**src/rtl/mult_div_unit.sv**
```systemverilog
// Iterative signed multiply/divide coprocessor owning the HI/LO pair.
// One radix-2 Booth step or one restoring-division step per clock, 32 steps per op.
module mult_div_unit #(
    parameter int WIDTH = 32
) (
    input  logic             clk,
    input  logic             reset,
    input  logic             mult_start,
    input  logic             div_start,
    input  logic [WIDTH-1:0] A,
    input  logic [WIDTH-1:0] B,
    output logic [WIDTH-1:0] HI,
    output logic [WIDTH-1:0] LO,
    output logic             busy,
    output logic             done,
    output logic             div_zero
);

    localparam int CW = $clog2(WIDTH) + 1;

    typedef enum logic [1:0] {IDLE, MULT, DIV} state_t;

    state_t state, state_next;

    logic [CW-1:0]    count;
    // acc carries one guard bit so Booth subtraction of -2^(W-1) cannot overflow
    logic [WIDTH:0]   acc;
    logic [WIDTH-1:0] mq;
    logic             q_1;
    logic [WIDTH-1:0] opnd;
    logic             sign_a, sign_b;

    logic             start_mult, start_div, start_div_zero, last_step;
    logic [WIDTH:0]   booth_sum, acc_step;
    logic [WIDTH-1:0] mq_step;
    logic [WIDTH:0]   rem_shift, rem_diff, div_rem_step;
    logic [WIDTH-1:0] div_quo_step, quot_fin, rem_fin;

    // NOTE: every always_comb output gets a default first so no path can infer a latch.
    always_comb begin
        state_next     = state;
        start_mult     = (state == IDLE) && mult_start;
        start_div      = (state == IDLE) && !mult_start && div_start && (B != '0);
        start_div_zero = (state == IDLE) && !mult_start && div_start && (B == '0);
        last_step      = (count == CW'(WIDTH - 1));

        case ({mq[0], q_1})
            2'b01:   booth_sum = acc + {opnd[WIDTH-1], opnd};
            2'b10:   booth_sum = acc - {opnd[WIDTH-1], opnd};
            default: booth_sum = acc;
        endcase
        acc_step = {booth_sum[WIDTH], booth_sum[WIDTH:1]};
        mq_step  = {booth_sum[0], mq[WIDTH-1:1]};

        rem_shift    = {acc[WIDTH-1:0], mq[WIDTH-1]};
        rem_diff     = rem_shift - {1'b0, opnd};
        div_rem_step = rem_diff[WIDTH] ? rem_shift : rem_diff;
        div_quo_step = {mq[WIDTH-2:0], ~rem_diff[WIDTH]};
        quot_fin     = (sign_a ^ sign_b) ? -div_quo_step : div_quo_step;
        rem_fin      = sign_a ? -div_rem_step[WIDTH-1:0] : div_rem_step[WIDTH-1:0];

        case (state)
            IDLE: begin
                if (start_mult)     state_next = MULT;
                else if (start_div) state_next = DIV;
            end
            MULT:    if (last_step) state_next = IDLE;
            DIV:     if (last_step) state_next = IDLE;
            default: state_next = IDLE;
        endcase
    end

    // NOTE: sequential state uses non-blocking assignments so all registers update together.
    always_ff @(posedge clk) begin
        if (reset) state <= IDLE;
        else       state <= state_next;
    end

    always_ff @(posedge clk) begin
        if (reset) begin
            count    <= '0;
            acc      <= '0;
            mq       <= '0;
            q_1      <= 1'b0;
            opnd     <= '0;
            sign_a   <= 1'b0;
            sign_b   <= 1'b0;
            HI       <= '0;
            LO       <= '0;
            busy     <= 1'b0;
            done     <= 1'b0;
            div_zero <= 1'b0;
        end else begin
            done     <= 1'b0;
            div_zero <= 1'b0;
            case (state)
                IDLE: begin
                    if (start_mult) begin
                        acc   <= '0;
                        mq    <= B;
                        q_1   <= 1'b0;
                        opnd  <= A;
                        count <= '0;
                        busy  <= 1'b1;
                    end else if (start_div) begin
                        // Divide runs on magnitudes; signs are reapplied at the last step
                        acc    <= '0;
                        mq     <= A[WIDTH-1] ? -A : A;
                        opnd   <= B[WIDTH-1] ? -B : B;
                        sign_a <= A[WIDTH-1];
                        sign_b <= B[WIDTH-1];
                        count  <= '0;
                        busy   <= 1'b1;
                    end else if (start_div_zero) begin
                        done     <= 1'b1;
                        div_zero <= 1'b1;
                    end
                end
                MULT: begin
                    acc   <= acc_step;
                    mq    <= mq_step;
                    q_1   <= mq[0];
                    count <= count + 1'b1;
                    if (last_step) begin
                        HI   <= acc_step[WIDTH-1:0];
                        LO   <= mq_step;
                        done <= 1'b1;
                        busy <= 1'b0;
                    end
                end
                DIV: begin
                    acc   <= div_rem_step;
                    mq    <= div_quo_step;
                    count <= count + 1'b1;
                    if (last_step) begin
                        LO   <= quot_fin;
                        HI   <= rem_fin;
                        done <= 1'b1;
                        busy <= 1'b0;
                    end
                end
                default: ;
            endcase
        end
    end

endmodule

```
**config.mk**
```make
export PLATFORM = sky130hd
export DESIGN_NAME = mult_div_unit
export DESIGN_NICKNAME = d
export VERILOG_FILES = /design/src/rtl/mult_div_unit.sv
export SDC_FILE = /design/constraint.sdc
export NUM_CORES = 1
export LEC_CHECK = 0
export ABC_AREA = 1
export CORE_MARGIN = 1
export CORE_UTILIZATION = 31
export CTS_BUF_LIST = sky130_fd_sc_hd__clkbuf_8
export DETAILED_ROUTE_END_ITERATION = 16
export GPL_ROUTABILITY_DRIVEN = 0
export PLACE_DENSITY_LB_ADDON = 0.15
export SYNTH_ARGS = -nofsm -noshare
export SYNTH_HDL_FRONTEND = slang
export SYNTH_SLANG_ARGS = --single-unit
```
**constraint.sdc**
```tcl
create_clock -name clk -period 7.5 [get_ports clk]
set_clock_uncertainty 0.1 [all_clocks]
set_input_delay 1.125 -clock clk [delete_from_list [all_inputs] [get_ports clk]]
set_output_delay 1.125 -clock clk [all_outputs]
set_load 0.01 [all_outputs]
```
==> metrics.txt <==
n_diodes 0; syn_area_per_cell around 5.8 µm²; cts repair resizes 0; CP peak stage delay 0.42 ns; Reg2Reg Capture Point LO[26]; htree depth 4; warnings from Yosys 0; Cell Area, Synth 17500 µm²; Yosys reg bits 175; clk_lat worst skew roughly 0.62 ns; Die Width 239 µm; CTS sink count 175; RSZ-0062 raised after global routing no; vias per cell 5.39; Starting Density 31.5%; Setup TNS 0 ns; Max FO, Critical Path 27; DR DRC count 0; final setup margin 2.31 ns; Crit path top cell by count nand2_1; share of cells above drive strength 1 ~4.6%; final WL 75.4 mm; Post-CTS Hold Fix Bufs 0; Hold Path Class reg -> reg; DR iter-0 viols around 1800; Register-to-Register Path Depth 30; Final Critical Period about 5.2 ns; Die H 239 µm; Slew HR 17.3%; Synth area leaders dfxtp_1 (20%), nand2_1 (18%), inv_1 (8.6%); Critical Path End Type flip-flop; Arr. time, crit path 5.65 ns; Clock transition at path regs 0.11 ns; endpoints failing setup 0; post-synth top area share 20.1%; status completed; Setup Slack @ Placement 2.39 ns; Tcrit/Tclk final 69.2%; critical path's slowest cell ha_2; Slew Viols, Final 0; Power Density ~330 nW/µm²; Critical Path RT 7.96 ns; CTS tree done; fin area 19800 µm²; Num CTS Buffers 17; Placed Instance Area slightly below 20000 µm²; Post-CTS Setup Inserts 0; type of the worst setup path reg -> reg; Top FF cell, synth dfxtp_1; post-synthesis sequential area ratio 20.1%; most common cell in the synthesized netlist nand2_1; Avg WL per Cell 19.6 µm; die area around 57000 µm²; r2r startpoint mq[31]; number of global-route vias before repair 19800; Pleak approximately 9.0 nW; CTS Root Cell clkbuf_8; TritonRoute pass-1 iters 6; # rows 86; # IOs 135; Final nets 3221; area leader, netlist dfxtp_1; HPWL after DPL 59.3 mm; VDD IR max 205 µV; CP Capture Point LO[26]; crit path launch type flip-flop; Mapped Nets 3180; grt ovf 0; Final Hold Viols 0; routed vias 20700; Post-synth EDFFs 0; pin count of the biggest net entering global routing between 80 and 90; flop-to-flop setup slack 2.31 ns; Port Buffers roughly 130; maximum clock rate 193 MHz; Syn-to-layout area delta 13.4%; Yosys cell types 58; Post-DRT Antenna Nets 0; Async SR Flop Fraction 0%; Tot GR Track Use 26.4%; first-pass GRT wire length 115 mm; CP startpoint mq[31]; core outline area 55400 µm²; Worst Max-Slew Pin Slew between 1 and 1.5 ns; Syn Inst Count 3034; clock buffer depth 2; Post-synth top cells nand2_1 (835), inv_1 (402), nor2_1 (240); maxcap violations 0; initial antenna violation count 1
==> critical path: cells and delay by family (launching register included) <==
| family | cells | cell delay, ns |
|---|---|---|
| AOI/OAI and AO/OA | 7 | 1.11 |
| adders and majority gates | 4 | 1.26 |
| buffers and inverters | 6 | 0.80 |
| DFF | 1 | 0.41 |
| and+or+nand+nor | 13 | 1.48 |
==> stage by stage <==
step	utilization, %	hold WS, ns	std cells	total power, mW
2_1_floorplan	-	0.332	3034	4.40
3_3_place_gp	35.0	0.356	3804	5.82
3_5_place_dp	35.0	0.354	3804	5.82
4_1_cts	35.7	0.373	3836	6.58
5_1_grt	35.7	0.391	3836	7.17
6_report	35.7	0.367	3836	6.62
==> layout make-up <==
type / instances / area (µm²)
clock buffers: 17 / 234
clock inverters: 15 / 190
fillers: 6293 / 35600
inverters: 415 / 1570
multi-input cells: 2312 / 11900
flip-flops and latches: 175 / 3500
well taps: 748 / 936
repair buffers: 154 / 1490
==> registers in the layout, summed over array words and instances (netlist names) <==
signal    count
sign_a        1
sign_b        1
LO           32
div_zero      1
state         2
acc          33
busy          1
count         6
mq           32
opnd         32
q_1           1
HI           32
done          1
==> how the worst min path moves through the flow <==
stage           start  depth (start not counted)  endpoint  slack, ns
6_report       HI[30]                          2    HI[30]       0.37
5_1_grt        HI[31]                          2    HI[31]       0.39
4_1_cts        HI[30]                          2    HI[30]       0.37
3_5_place_dp     busy                          2      busy       0.35
3_3_place_gp   HI[31]                          2    HI[31]       0.36
2_1_floorplan  sign_b                          2    sign_b       0.33
==> cells by family after synthesis <==
| group | count (synthesis) | synth area share, % |
|---|---|---|
| AND/OR/NAND/NOR | 1491 | 36.6 |
| AO/OA/AOI/OAI | 681 | 22.4 |
| buffers and inverters | 547 | 12.1 |
| flip-flops | 175 | 20.1 |
| adder cells (fa/ha/maj) | 78 | 5.67 |
| XOR/XNOR | 61 | 3.06 |
| multiplexers | 1 | 0.0573 |
==> placed cells by master (no fill, tap or decap), types with 9 or more instances in the layout <==
cell type        count
ha_1                74
xnor2_1             16
o21bai_1             9
nor2_1             240
nand3b_1            11
inv_1              401
a31oi_1             53
nand2_1            834
or2_2               34
clkdlybuf4s50_1    133
nor3_1              52
dfxtp_1            175
nor3_2              10
clkbuf_8            17
nor4_1              14
xor2_1              45
a21oi_1            235
o21ai_1             10
o22ai_1             42
nand3_1            224
o221ai_1            19
o211ai_1            41
nand4_1             41
buf_4               21
o21ai_0            214
==> per-layer routing <==
| metal | up-vias | GRT usage (%) | wire length (µm) |
|---|---|---|---|
| li1 | 10200 | - | - |
| met1 | 9678 | 32.1 | 31400 |
| met2 | 736 | 45.4 | 36600 |
| met3 | 125 | 4.78 | 4500 |
| met4 | 0 | 11.3 | 2860 |
| met5 | - | 0 | 0 |
==> power breakdown <==
group	internal [mW]	switching (mW)	leakage [nW]
registers	1.07	0.240	1.42
logic	1.29	3.28	7.35
clock network	0.255	0.479	0.204
total	2.62	4.00	8.98
(Power assumes the default switching activity.)
